--- config.mk ---
export PLATFORM = sky130hd
export DESIGN_NAME = spi_sub_burst
export DESIGN_NICKNAME = d
export VERILOG_FILES = /design/src/rtl/spi_sub_burst.sv
export SDC_FILE = /design/constraint.sdc
export NUM_CORES = 1
export LEC_CHECK = 0
export ABC_AREA = 0
export CELL_PAD_IN_SITES_DETAIL_PLACEMENT = 0
export CELL_PAD_IN_SITES_GLOBAL_PLACEMENT = 1
export CORE_MARGIN = 8
export CORE_UTILIZATION = 40
export CTS_CLUSTER_SIZE = 30
export DETAILED_ROUTE_END_ITERATION = 8
export PLACE_DENSITY_LB_ADDON = 0.1
export SYNTH_ARGS = -nofsm -noshare
export SYNTH_HDL_FRONTEND = slang
export SYNTH_SLANG_ARGS = --single-unit
--- constraint.sdc ---
create_clock -name sclk -period 2.05 [get_ports sclk]
set_clock_uncertainty 0.05 [all_clocks]
set_input_delay 0.3075 -clock sclk [delete_from_list [all_inputs] [get_ports sclk]]
set_output_delay 0.3075 -clock sclk [all_outputs]
set_load 0.01 [all_outputs]
--- src/rtl/spi_sub_burst.sv ---
// spi_sub_burst -- SPI subordinate (mode 0) bridging a SPI master onto the
// on-chip register bus, with auto-incrementing burst read and burst write.
// Everything runs on sclk; miso is the only falling-edge flop.
//
// Frame (MSB first): {op[1:0], addr[ADDR_W-1:0], payload[DATA_W-1:0]}
//   op 00 READ, 01 WRITE, 10 BURST_WRITE, 11 BURST_READ (payload[BURST_W-1:0] = N-1)
//
// Ports
//   sclk    in   SPI clock, the only clock of the block
//   rst_n   in   asynchronous active-low reset
//   cs_n    in   chip select, active low, sampled on rising sclk
//   mosi    in   serial data in, sampled on rising sclk
//   miso    out  serial data out, updated on falling sclk
//   r_en    out  register read strobe, one cycle per word
//   w_en    out  register write strobe, one cycle per word
//   addr    out  register address, valid while r_en|w_en
//   data_o  out  register write data, valid while w_en
//   data_i  in   register read data, sampled at the edge ending an r_en cycle
//   busy    out  high whenever the engine is not idle
//   abort   out  one-cycle pulse when cs_n cuts a transaction short
module spi_sub_burst #(
    parameter int ADDR_W  = 10,
    parameter int DATA_W  = 32,
    parameter int BURST_W = 4
) (
    input  logic              sclk,
    input  logic              rst_n,
    input  logic              cs_n,
    input  logic              mosi,
    output logic              miso,
    output logic              r_en,
    output logic              w_en,
    output logic [ADDR_W-1:0] addr,
    output logic [DATA_W-1:0] data_o,
    input  logic [DATA_W-1:0] data_i,
    output logic              busy,
    output logic              abort
);

    localparam int FRAME_W = 2 + ADDR_W + DATA_W;
    localparam int CNT_W   = $clog2(FRAME_W + 1);

    localparam logic [2:0] IDLE = 3'd0;
    localparam logic [2:0] CMD  = 3'd1;
    localparam logic [2:0] EXEC = 3'd2;
    localparam logic [2:0] RESP = 3'd3;
    localparam logic [2:0] BWR  = 3'd4;

    localparam logic [1:0] OP_READ   = 2'b00;
    localparam logic [1:0] OP_WRITE  = 2'b01;
    localparam logic [1:0] OP_BWRITE = 2'b10;
    localparam logic [1:0] OP_BREAD  = 2'b11;

    localparam logic [CNT_W-1:0] FRAME_LAST = CNT_W'(FRAME_W - 1);
    localparam logic [CNT_W-1:0] FRAME_PRE  = CNT_W'(FRAME_W - 2);
    localparam logic [CNT_W-1:0] WORD_LAST  = CNT_W'(DATA_W - 1);
    localparam logic [CNT_W-1:0] WORD_PRE   = CNT_W'(DATA_W - 2);

    logic [2:0]         state;
    logic [2:0]         state_nx;
    logic [CNT_W-1:0]   bit_cnt;
    logic [FRAME_W-2:0] rx_sr;
    logic [FRAME_W-1:0] tx_sr;
    logic [1:0]         op_r;
    logic [BURST_W-1:0] words_left;
    logic               in_hdr;

    logic [FRAME_W-1:0] frame;
    logic [1:0]         frame_op;
    logic               seg_last;
    logic               seg_pre;
    logic               more_words;
    logic               resp_done;

    // Full command as it stands on the edge that samples its last bit.
    assign frame    = {rx_sr, mosi};
    assign frame_op = frame[FRAME_W-1 -: 2];

    // RESP is split into segments: the FRAME_W-bit header, then DATA_W-bit
    // burst words. The next word is fetched during the last bit of the
    // current segment so it can follow without a gap.
    assign seg_last   = in_hdr ? (bit_cnt == FRAME_LAST) : (bit_cnt == WORD_LAST);
    assign seg_pre    = in_hdr ? (bit_cnt == FRAME_PRE)  : (bit_cnt == WORD_PRE);
    assign more_words = (words_left != '0);
    assign resp_done  = seg_last && !more_words;

    always_comb begin
        state_nx = state;
        if (cs_n) begin
            state_nx = IDLE;
        end else begin
            case (state)
                IDLE:    state_nx = CMD;
                CMD:     if (bit_cnt == FRAME_LAST) state_nx = EXEC;
                EXEC:    state_nx = (op_r == OP_BWRITE) ? BWR : RESP;
                RESP:    if (resp_done) state_nx = CMD;
                BWR:     state_nx = BWR;
                default: state_nx = IDLE;
            endcase
        end
    end

    always_ff @(posedge sclk or negedge rst_n) begin
        if (!rst_n) begin
            state      <= IDLE;
            bit_cnt    <= '0;
            rx_sr      <= '0;
            tx_sr      <= '0;
            op_r       <= OP_READ;
            words_left <= '0;
            in_hdr     <= 1'b0;
            r_en       <= 1'b0;
            w_en       <= 1'b0;
            addr       <= '0;
            data_o     <= '0;
            busy       <= 1'b0;
            abort      <= 1'b0;
        end else begin
            state <= state_nx;
            busy  <= (state_nx != IDLE);
            r_en  <= 1'b0;
            w_en  <= 1'b0;
            abort <= 1'b0;
            if (cs_n) begin
                bit_cnt    <= '0;
                words_left <= '0;
                in_hdr     <= 1'b0;
                // A command with no bits yet (just after a response) is not
                // a partial transaction, nor is a completed response.
                if ((state == CMD && bit_cnt != '0) ||
                    (state == RESP && !resp_done) ||
                    (state == BWR && bit_cnt != '0))
                    abort <= 1'b1;
            end else begin
                case (state)
                    IDLE: begin
                        rx_sr   <= {rx_sr[FRAME_W-3:0], mosi};
                        bit_cnt <= CNT_W'(1);
                    end
                    CMD: begin
                        if (bit_cnt == FRAME_LAST) begin
                            op_r    <= frame_op;
                            addr    <= frame[DATA_W +: ADDR_W];
                            bit_cnt <= '0;
                            if (frame_op == OP_WRITE || frame_op == OP_BWRITE) begin
                                w_en   <= 1'b1;
                                data_o <= frame[DATA_W-1:0];
                            end else begin
                                r_en <= 1'b1;
                            end
                            words_left <= (frame_op == OP_BREAD) ? frame[BURST_W-1:0] : '0;
                        end else begin
                            rx_sr   <= {rx_sr[FRAME_W-3:0], mosi};
                            bit_cnt <= bit_cnt + 1'b1;
                        end
                    end
                    EXEC: begin
                        // data_o still holds the WRITE payload for the echo.
                        tx_sr   <= {op_r, addr, (op_r == OP_WRITE) ? data_o : data_i};
                        bit_cnt <= '0;
                        in_hdr  <= 1'b1;
                    end
                    RESP: begin
                        if (seg_last) begin
                            bit_cnt <= '0;
                            in_hdr  <= 1'b0;
                            if (more_words) begin
                                tx_sr      <= {data_i, {(FRAME_W-DATA_W){1'b0}}};
                                words_left <= words_left - 1'b1;
                            end
                        end else begin
                            tx_sr   <= {tx_sr[FRAME_W-2:0], 1'b0};
                            bit_cnt <= bit_cnt + 1'b1;
                            if (seg_pre && more_words) begin
                                r_en <= 1'b1;
                                addr <= addr + 1'b1;
                            end
                        end
                    end
                    BWR: begin
                        rx_sr <= {rx_sr[FRAME_W-3:0], mosi};
                        if (bit_cnt == WORD_LAST) begin
                            w_en    <= 1'b1;
                            addr    <= addr + 1'b1;
                            data_o  <= {rx_sr[DATA_W-2:0], mosi};
                            bit_cnt <= '0;
                        end else begin
                            bit_cnt <= bit_cnt + 1'b1;
                        end
                    end
                    default: begin
                        bit_cnt <= '0;
                    end
                endcase
            end
        end
    end

    // Mode 0: present the next bit on the falling edge so the master samples
    // it on the following rising edge.
    always_ff @(negedge sclk or negedge rst_n) begin
        if (!rst_n)
            miso <= 1'b0;
        else
            miso <= (state == RESP) ? tx_sr[FRAME_W-1] : 1'b0;
    end

endmodule

==> results of run 1 <==
-- registers in the layout, indices dropped and copies added, names as in the netlist, 2 cells and up --
register,flops
bit_cnt,6
state,3
op_r,2
tx_sr,44
data_o,32
rx_sr,43
addr,10
words_left,4
-- per-stage QoR --
stage / power (mW) / setup slack [ps] / utilization
floorplan: 3.81 / -177 / -
global placement: 4.07 / -238 / 0.488
detailed placement: 4.11 / -229 / 0.488
CTS: 7.16 / -239 / 0.544
global route: 7.62 / -260 / 0.599
finish: 7.34 / -226 / 0.599
-- power by group --
group          internal, mW  switching [mW]
Sequential             3.26           0.248
Clock                  1.60            1.39
Combinational         0.543           0.301
-- Yosys cell counts, types with 6 or more instances --
| cell type | count | area share |
|---|---|---|
| nand2_1 | 162 | 0.083 |
| dfrtp_1 | 149 | 0.51 |
| mux2_2 | 50 | 0.077 |
| a31oi_1 | 39 | 0.033 |
| clkbuf_1 | 35 | 0.018 |
| a21oi_1 | 34 | 0.023 |
| nand3_1 | 31 | 0.021 |
| nor2_1 | 31 | 0.016 |
| o21ai_0 | 31 | 0.021 |
| mux2_1 | 29 | 0.045 |
| a22o_1 | 22 | 0.026 |
| a31o_2 | 13 | 0.016 |
| buf_2 | 13 | 0.0089 |
| inv_1 | 10 | 0.0051 |
| nand2b_1 | 7 | 0.0060 |
| ha_1 | 6 | 0.010 |
-- timing repair --
item,CTS,global route
hold buffers,0,0
gates resized for setup,58,159
pin swaps,6,52
cloned,6,15
buffers inserted,13,18
setup endpoints to repair,100,139
-- cells in the final DEF (no fill, tap or decap), types with 26 or more instances in the layout --
master,n
clkbuf_16,27
nor2_1,29
mux2_4,76
nand3_1,29
nand2_1,152
buf_6,26
clkdlybuf4s50_1,80
a31oi_1,32
buf_4,43
dfrtp_1,149
-- kinds of logic (layout without fill, tap and decap cells) --
group                      Yosys count  in the layout  synth area share
muxes                               83             83             0.128
buffers and inverters               62            228            0.0367
xor gates and xnor gates             4              4           0.00480
adders and majority gates            6              6            0.0103
AOI/OAI and AO/OA                  164            164             0.149
and+or+nand+nor                    260            260             0.158
DFF                                150            150             0.514
-- layout make-up --
| class | count | share of cell area |
|---|---|---|
| clock inverter | 15 | 0.0123 |
| multi-input combinational | 517 | 0.366 |
| inverter | 10 | 0.00372 |
| clock buffer | 17 | 0.0395 |
| tap | 229 | 0.0266 |
| sequential | 150 | 0.349 |
| timing repair buffer | 186 | 0.204 |
-- metal layers --
layer / wire, microns / part of all wire / vias to the layer above / global-route usage
met5: 0 / 0 / - / 0
met4: 405 / 0.017 / 0 / 0.0619
met3: 1360 / 0.057 / 31 / 0.0308
met2: 11500 / 0.48 / 189 / 0.296
met1: 10500 / 0.44 / 3204 / 0.269
li1: - / - / 2888 / -
-- worst paths after layout --
kind	endpoint	cells past startpoint
min reg2reg	tx_sr[11]$_DFFE_PN0P_	2
min in group sclk	tx_sr[11]$_DFFE_PN0P_	2
min	bit_cnt[3]$_DFF_PN0_	2
max in group asynchronous	miso$_DFF_NN0_	1
max	miso	1
max reg2reg	data_o[30]$_DFFE_PN0P_	7
==> metrics.yaml, run 1 <==
status: "complete, but fails checks"
violations: "negative hold slack, negative setup slack"
cp_max_fo: 1
drt-wirelength-per-cell_microns: 21.1
ys_types: 56
slew_headroom: 0.423
grt_overflow_total: 0
synth_edf_count: 0
async_flop_share: 1.00
crit_family: "flip-flops"
clk_latency_ps: 410
syn_area_per_cell_sq_um: 10.0
worstSetupPathType: "register to output port"
nets: 924
holdWs_ps: -64.9
drt_iter0_markers: 431
drv_slew: 0
drc: 0
rsz0062_at_grt: "yes"
ir_worst_vdd_mv: 0.571
multi_input_area_sq_um: 3940
rrSetupSlack_ps: -200
power_leakage_nw: 4.74
cp-end-kind: "output port"
die_w_microns: 151
grt_max_degree: 150
timing.final.hold_violations: 20
crit_slowest_cell: "dfrtn_1"
critPathLaunchType: "register"
fillers: 1491
cp.arrival_ps: 1920
crit_buf_inv: 1
final-seq-area_sq_um: 3750
tightest_slew_ps: 865
startpoint: "miso$_DFF_NN0_"
dieArea_sq_um: 22800
path_cells: "buf_2"
syn2layout_area_growth_pct: 47.4
antenna_left: 0
numCtsBuffers: 17
hp-class: "primary input to async pin"
synth-seq-cells: 150
vias: 6312
final_cell_area_sq_um: 10800
synth-seq-area-share: 0.514
port_buffers: 82
cts_tree: "done"
grt_first_pass_wirelength_microns: 34100
row_count: 49
maxCapViolations: 0
powerDensity_nw_per_um2: 682
placed_cell_area_sq_um: 8760
clkSinkCount: 150
htreeDepth: 4
antenna_found_initial: 0
cp.required_ps: 1690
diodes: 0
gp_congestion: 0.834
start_util: 0.407
slowest_delay_ps: 380
via_per_inst: 5.62
syn_nets: 771
instances_no_fill: 1124
r2r-start: "bit_cnt[2]$_DFF_PN0_"
dp.final_hpwl_microns: 13400
fin_ws_ps: -226
syn_inst: 729
grt_use_total: 0.191
die_h_microns: 151
tns_ps: -6450
dp.cells: 1045
drive_gt1_frac: 0.336
netlist_area_sq_um: 7310
cts_root_buf: "clkbuf_16"
cts.clk_slew.worst_paths_ps: 60
drt_pre_antenna_iters: 5
ys.flop_type: "dfrtp_1"
ios: 83
synth_warnings: 0
setup_viol: 67
grt_pass1_vias: 6178
core_area_sq_um: 18000
cts_buffer_depth: 2
wl_microns: 23700
No activity file was read; power rests on OpenSTA's default activity.
==> run 2, diff against run 1 <==
--- a/config.mk
+++ b/config.mk
@@ -8,11 +8,11 @@
 export ABC_AREA = 0
 export CELL_PAD_IN_SITES_DETAIL_PLACEMENT = 0
 export CELL_PAD_IN_SITES_GLOBAL_PLACEMENT = 1
-export CORE_MARGIN = 8
-export CORE_UTILIZATION = 40
+export CORE_MARGIN = 2
+export CORE_UTILIZATION = 37
 export CTS_CLUSTER_SIZE = 30
 export DETAILED_ROUTE_END_ITERATION = 8
-export PLACE_DENSITY_LB_ADDON = 0.1
+export PLACE_DENSITY = 0.76
 export SYNTH_ARGS = -nofsm -noshare
 export SYNTH_HDL_FRONTEND = slang
 export SYNTH_SLANG_ARGS = --single-unit
==> metrics.yaml, run 2 (same netlist as run 1, synthesis figures left out) <==
wl_microns: 22500  # was 23700 microns
grt_first_pass_wirelength_microns: 32100  # was 34100 microns
slew_headroom: 0.470  # was 0.423
top_register: "tx_sr"  # unchanged
powerDensity_nw_per_um2: 725  # was 682 nW/um^2
violations: "negative setup slack"  # was negative hold slack, negative setup slack
core_area_sq_um: 19400  # was 18000 sq um
mostFrequentLayoutCells: "nand2_1 (157), dfrtp_1 (149), clkdlybuf4s50_1 (80)"  # was nand2_1 (152), dfrtp_1 (149), clkdlybuf4s50_1 (80)
worstSetupPathType: "register to output port"  # unchanged
final-seq-area_sq_um: 3750  # unchanged
drt_iter0_markers: 515  # was 431
p_int_mw: 5.90  # was 5.40 mW
grt_use_total: 0.202  # was 0.191
diodes: 0  # unchanged
reg.largest.list: "tx_sr x44, rx_sr x43, data_o x32"  # unchanged
drive_gt1_frac: 0.312  # was 0.336
cp-end-kind: "output port"  # unchanged
hp-class: "primary input to async pin"  # unchanged
rsz0062_at_grt: "yes"  # unchanged
switching_share: 0.238  # was 0.265
largest_reg_flops: 44  # unchanged
finalPower_mw: 7.74  # was 7.34 mW
start_util: 0.377  # was 0.407
clkSinkCount: 150  # unchanged
tns_ps: -9570  # was -6450 ps
path_cells: "buf_2"  # unchanged
crit_slowest_cell: "dfrtn_1"  # unchanged
status: "complete, but fails checks"  # unchanged
row_count: 51  # was 49
numCtsBuffers: 17  # unchanged
post-route-util: 0.550  # was 0.599
ios: 83  # unchanged
cts_buffer_depth: 2  # unchanged
antenna_left: 0  # unchanged
power_leakage_nw: 4.72  # was 4.74 nW
die_w_microns: 145  # was 151 microns
final_common_cell: "nand2_1"  # unchanged
die_h_microns: 145  # was 151 microns
p_clk_frac: 0.446  # was 0.407
gp_congestion: 0.809  # was 0.834
multi_input_area_sq_um: 3790  # was 3940 sq um
grt_pass1_vias: 5928  # was 6178
tightest_slew_ps: 795  # was 865 ps
nets: 922  # was 924
ir_worst_vdd_mv: 0.623  # was 0.571 mV
cts_root_buf: "clkbuf_16"  # unchanged
drc: 0  # unchanged
cp.arrival_ps: 1930  # was 1920 ps
crit_family: "flip-flops"  # unchanged
cp.required_ps: 1690  # about the same
fin_ws_ps: -233  # was -226 ps
via_per_inst: 5.38  # was 5.62
drv_slew: 0  # unchanged
fillers: 1695  # was 1491
dieArea_sq_um: 20900  # was 22800 sq um
grt_overflow_total: 0  # unchanged
cts_tree: "done"  # unchanged
grt_max_degree: 88  # was 150
drt_pre_antenna_iters: 7  # was 5
maxCapViolations: 0  # unchanged
p_comb_frac: 0.103  # was 0.115
htreeDepth: 4  # unchanged
r2r_cells: 7  # unchanged
critPathLaunchType: "register"  # unchanged
setup_viol: 91  # was 67
port_buffers: 82  # unchanged
crit_buf_inv: 1  # unchanged
power.switching_mw: 1.84  # was 1.94 mW
seqPwrFrac: 0.451  # was 0.478
syn2layout_area_growth_pct: 46.1  # was 47.4%
drt-wirelength-per-cell_microns: 19.5  # was 21.1 microns
vias: 6220  # was 6312
dp.final_hpwl_microns: 12600  # was 13400 microns
clk_latency_ps: 430  # was 410 ps
cp_max_fo: 1  # unchanged
antenna_found_initial: 0  # unchanged
slowest_delay_ps: 380  # about the same
cts.clk_slew.worst_paths_ps: 60  # about the same
timing.final.hold_violations: 0  # was 20
cp.depth: 1  # unchanged
[run 2: cell types whose count changed in the layout (fill, tap and decap cells not counted), moves of 4 or more]
| cell | before | now |
|---|---|---|
| mux2_4 | 76 | 70 |
| o21ai_0 | 12 | 26 |
| a21oi_2 | 11 | 6 |
| mux2_2 | 4 | 10 |
| bufinv_16 | 0 | 4 |
| nand2_1 | 152 | 157 |
| o21ai_2 | 9 | 2 |
| o21ai_1 | 10 | 4 |
| a21oi_1 | 23 | 28 |
| inv_6 | 10 | 5 |
[run 2: path summary, 6_finish.rpt]
check,slack [ps],from,end
setup / recovery,-230,miso$_DFF_NN0_,miso
hold / removal,420,rst_n,words_left[3]$_DFFE_PN0P_
setup reg to reg,-190,bit_cnt[2]$_DFF_PN0_,data_o[22]$_DFFE_PN0P_
hold reg to reg,430,tx_sr[39]$_DFFE_PN0P_,tx_sr[39]$_DFFE_PN0P_
max in group asynchronous,700,rst_n,miso$_DFF_NN0_
min in group sclk,430,tx_sr[39]$_DFFE_PN0P_,tx_sr[39]$_DFFE_PN0P_
[run 2: final cells by class]
type | count | area share
timing repair buffer | 184 | 0.199
multi-input combinational | 517 | 0.355
clock buffer | 19 | 0.0424
clock inverter | 12 | 0.0178
sequential | 150 | 0.352
inverter | 10 | 0.00398
tap | 265 | 0.0311
[run 2: timing repair]
| action | 4_1_cts | 5_1_grt |
|---|---|---|
| pin swaps | 7 | 32 |
| hold buffers | 1 | 0 |
| buffers inserted | 11 | 15 |
| gates cloned | 4 | 14 |
| endpoints found under the hold margin | 87 | 0 |
| setup endpoints to repair | 135 | 141 |
| gates resized for setup | 50 | 119 |
[run 2: power groups by stage]
stage | Sequential (mW) | Clock [mW] | Combinational, mW
detailed placement | 3.51 | 0 | 0.588
CTS | 3.46 | 3.51 | 0.615
floorplan | 3.45 | 0 | 0.359
global route | 3.53 | 3.66 | 0.876
global placement | 3.51 | 0 | 0.574
finish | 3.49 | 3.45 | 0.801
[run 2: per-layer routing]
| metal | vias up | track usage | part of all wire |
|---|---|---|---|
| met5 | - | 0 | 0 |
| met4 | 0 | 0.0603 | 0.017 |
| met3 | 30 | 0.0533 | 0.062 |
| met2 | 185 | 0.313 | 0.47 |
| met1 | 3119 | 0.279 | 0.45 |
| li1 | 2886 | - | - |
[run 2: stage by stage]
stage	cells	worst slack [ps]	instance area [sq um]	hold slack, ps
after global placement	1084	-236	8790	356
final	1157	-233	10700	425
after CTS	1131	-260	9780	434
after detailed placement	1084	-234	8790	351
after floorplan	729	-177	7340	-38.1
after global routing	1157	-262	10700	455
==> run 3, diff against run 2 <==
--- a/config.mk
+++ b/config.mk
@@ -8,7 +8,6 @@
 export ABC_AREA = 0
 export CELL_PAD_IN_SITES_DETAIL_PLACEMENT = 0
 export CELL_PAD_IN_SITES_GLOBAL_PLACEMENT = 1
-export CORE_MARGIN = 2
 export CORE_UTILIZATION = 37
 export CTS_CLUSTER_SIZE = 30
 export DETAILED_ROUTE_END_ITERATION = 8
==> metrics.yaml, run 3 (same netlist as run 1, synthesis figures left out) <==
port_buffers: 82  # unchanged
cts_root_buf: "clkbuf_16"  # unchanged
hp-class: "primary input to async pin"  # unchanged
gr-usage-met1: 0.300  # was 0.279
ir_worst_vdd_mv: 0.561  # was 0.623 mV
use_met2: 0.325  # was 0.313
final_common_cell: "nand2_1"  # unchanged
dp.final_hpwl_microns: 12600  # about the same
crit_buf_inv: 1  # unchanged
largest_reg_flops: 44  # unchanged
htreeDepth: 4  # unchanged
cp-end-kind: "output port"  # unchanged
drv_slew: 0  # unchanged
syn2layout_area_growth_pct: 43.9  # was 46.1%
power.switching_mw: 1.84  # about the same
p_clk_frac: 0.422  # was 0.446
fillers: 1726  # was 1695
cp_max_fo: 1  # unchanged
drt-wirelength-per-cell_microns: 18.6  # was 19.5 microns
status: "complete, but fails checks"  # unchanged
numCtsBuffers: 17  # unchanged
diodes: 0  # unchanged
tns_ps: -8820  # was -9570 ps
top_usage_layer: "met2"  # unchanged
crit_slowest_cell: "dfrtn_1"  # unchanged
powerDensity_nw_per_um2: 711  # was 725 nW/um^2
dieArea_sq_um: 20300  # was 20900 sq um
seqPwrFrac: 0.467  # was 0.451
holdWs_ps: -117  # was 425 ps
drive_gt1_frac: 0.304  # was 0.312
cts_hold_buf: 0  # was 1
slowest_delay_ps: 380  # about the same
p_int_mw: 5.64  # was 5.90 mW
cp.required_ps: 1690  # about the same
path_cells: "buf_2"  # unchanged
cts_tree: "done"  # unchanged
final-seq-area_sq_um: 3750  # unchanged
power_leakage_nw: 4.60  # was 4.72 nW
fin_ws_ps: -229  # was -233 ps
cts.clk_slew.worst_paths_ps: 60  # about the same
tightest_slew_ps: 913  # was 795 ps
cts_buffer_depth: 2  # unchanged
clk_latency_ps: 420  # was 430 ps
drt_pre_antenna_iters: 4  # was 7
die_w_microns: 143  # was 145 microns
die_h_microns: 143  # was 145 microns
nets: 914  # was 922
top_register: "tx_sr"  # unchanged
grt_pass1_vias: 6153  # was 5928
worstSetupPathType: "register to output port"  # unchanged
timing.final.hold_violations: 31  # was 0
grt_use_total: 0.218  # was 0.202
core_area_sq_um: 19400  # unchanged
grt_overflow_total: 0  # unchanged
multi_input_area_sq_um: 3850  # was 3790 sq um
violations: "negative hold slack, negative setup slack"  # was negative setup slack
reg.largest.list: "tx_sr x44, rx_sr x43, data_o x32"  # unchanged
critPathLaunchType: "register"  # unchanged
ios: 83  # unchanged
drc: 0  # unchanged
grtUsageMet3: 0.0596  # was 0.0533
start_util: 0.377  # unchanged
rsz0062_at_grt: "yes"  # unchanged
gp_congestion: 0.815  # was 0.809
grt_first_pass_wirelength_microns: 33700  # was 32100 microns
slew_headroom: 0.392  # was 0.470
maxCapViolations: 0  # unchanged
crit_family: "flip-flops"  # unchanged
wl_microns: 21400  # was 22500 microns
row_count: 51  # unchanged
cp.arrival_ps: 1920  # was 1930 ps
p_comb_frac: 0.111  # was 0.103
switching_share: 0.246  # was 0.238
clkSinkCount: 150  # unchanged
antenna_found_initial: 0  # unchanged
setup_viol: 94  # was 91
via_per_inst: 5.31  # was 5.38
vias: 6109  # was 6220
mostFrequentLayoutCells: "nand2_1 (159), dfrtp_1 (149), clkdlybuf4s50_1 (80)"  # was nand2_1 (157), dfrtp_1 (149), clkdlybuf4s50_1 (80)
antenna_left: 0  # unchanged
drt_iter0_markers: 479  # was 515
grt_max_degree: 150  # was 88
-- run 3: cell type report --
| type | instances | area share |
|---|---|---|
| Timing Repair Buffer | 176 | 0.185 |
| Inverter | 10 | 0.00381 |
| Clock buffer | 19 | 0.0421 |
| Clock inverter | 13 | 0.0140 |
| Sequential cell | 150 | 0.357 |
| Multi-Input combinational cell | 517 | 0.367 |
| Tap cell | 265 | 0.0315 |
-- run 3: final timing paths --
kind	from	slack (ps)	end	cells past startpoint
max	miso$_DFF_NN0_	-230	miso	1
min	rst_n	-120	busy$_DFF_PN0_	2
max reg2reg	bit_cnt[4]$_DFF_PN0_	-150	rx_sr[3]$_DFFE_PN0P_	10
min reg2reg	tx_sr[35]$_DFFE_PN0P_	430	tx_sr[35]$_DFFE_PN0P_	2
max in group asynchronous	rst_n	1290	miso$_DFF_NN0_	1
min in group sclk	tx_sr[35]$_DFFE_PN0P_	430	tx_sr[35]$_DFFE_PN0P_	2
-- run 3: timing repair --
action / CTS / global route
resized for setup: 122 / 67
pin swaps: 14 / 35
cloned: 8 / 4
endpoints found under the setup margin: 130 / 114
setup buffers: 16 / 10
-- run 3: through the flow --
stage               setup WS, ps  cell area (sq um)   util  total power, mW  std cells
global placement            -227               8820  0.455             4.09       1087
finish                      -229              10500  0.542             7.48       1150
CTS                         -250              10200  0.527             7.55       1142
detailed placement          -231               8820  0.455             4.11       1087
global route                -255              10500  0.542             7.77       1150
floorplan                   -177               7340      -             3.81        729
-- run 3: power groups by stage --
| stage | clock network (mW) | logic (mW) | registers, mW |
|---|---|---|---|
| floorplan | 0 | 0.359 | 3.45 |
| global placement | 0 | 0.581 | 3.50 |
| detailed placement | 0 | 0.599 | 3.51 |
| CTS | 3.22 | 0.844 | 3.49 |
| global route | 3.35 | 0.896 | 3.53 |
| finish | 3.16 | 0.828 | 3.50 |
-- run 3: layer usage --
| layer | share of wire | vias up |
|---|---|---|
| met5 | 0 | - |
| met4 | 0.022 | 0 |
| met3 | 0.066 | 35 |
| met2 | 0.46 | 175 |
| met1 | 0.45 | 3026 |
| li1 | - | 2873 |
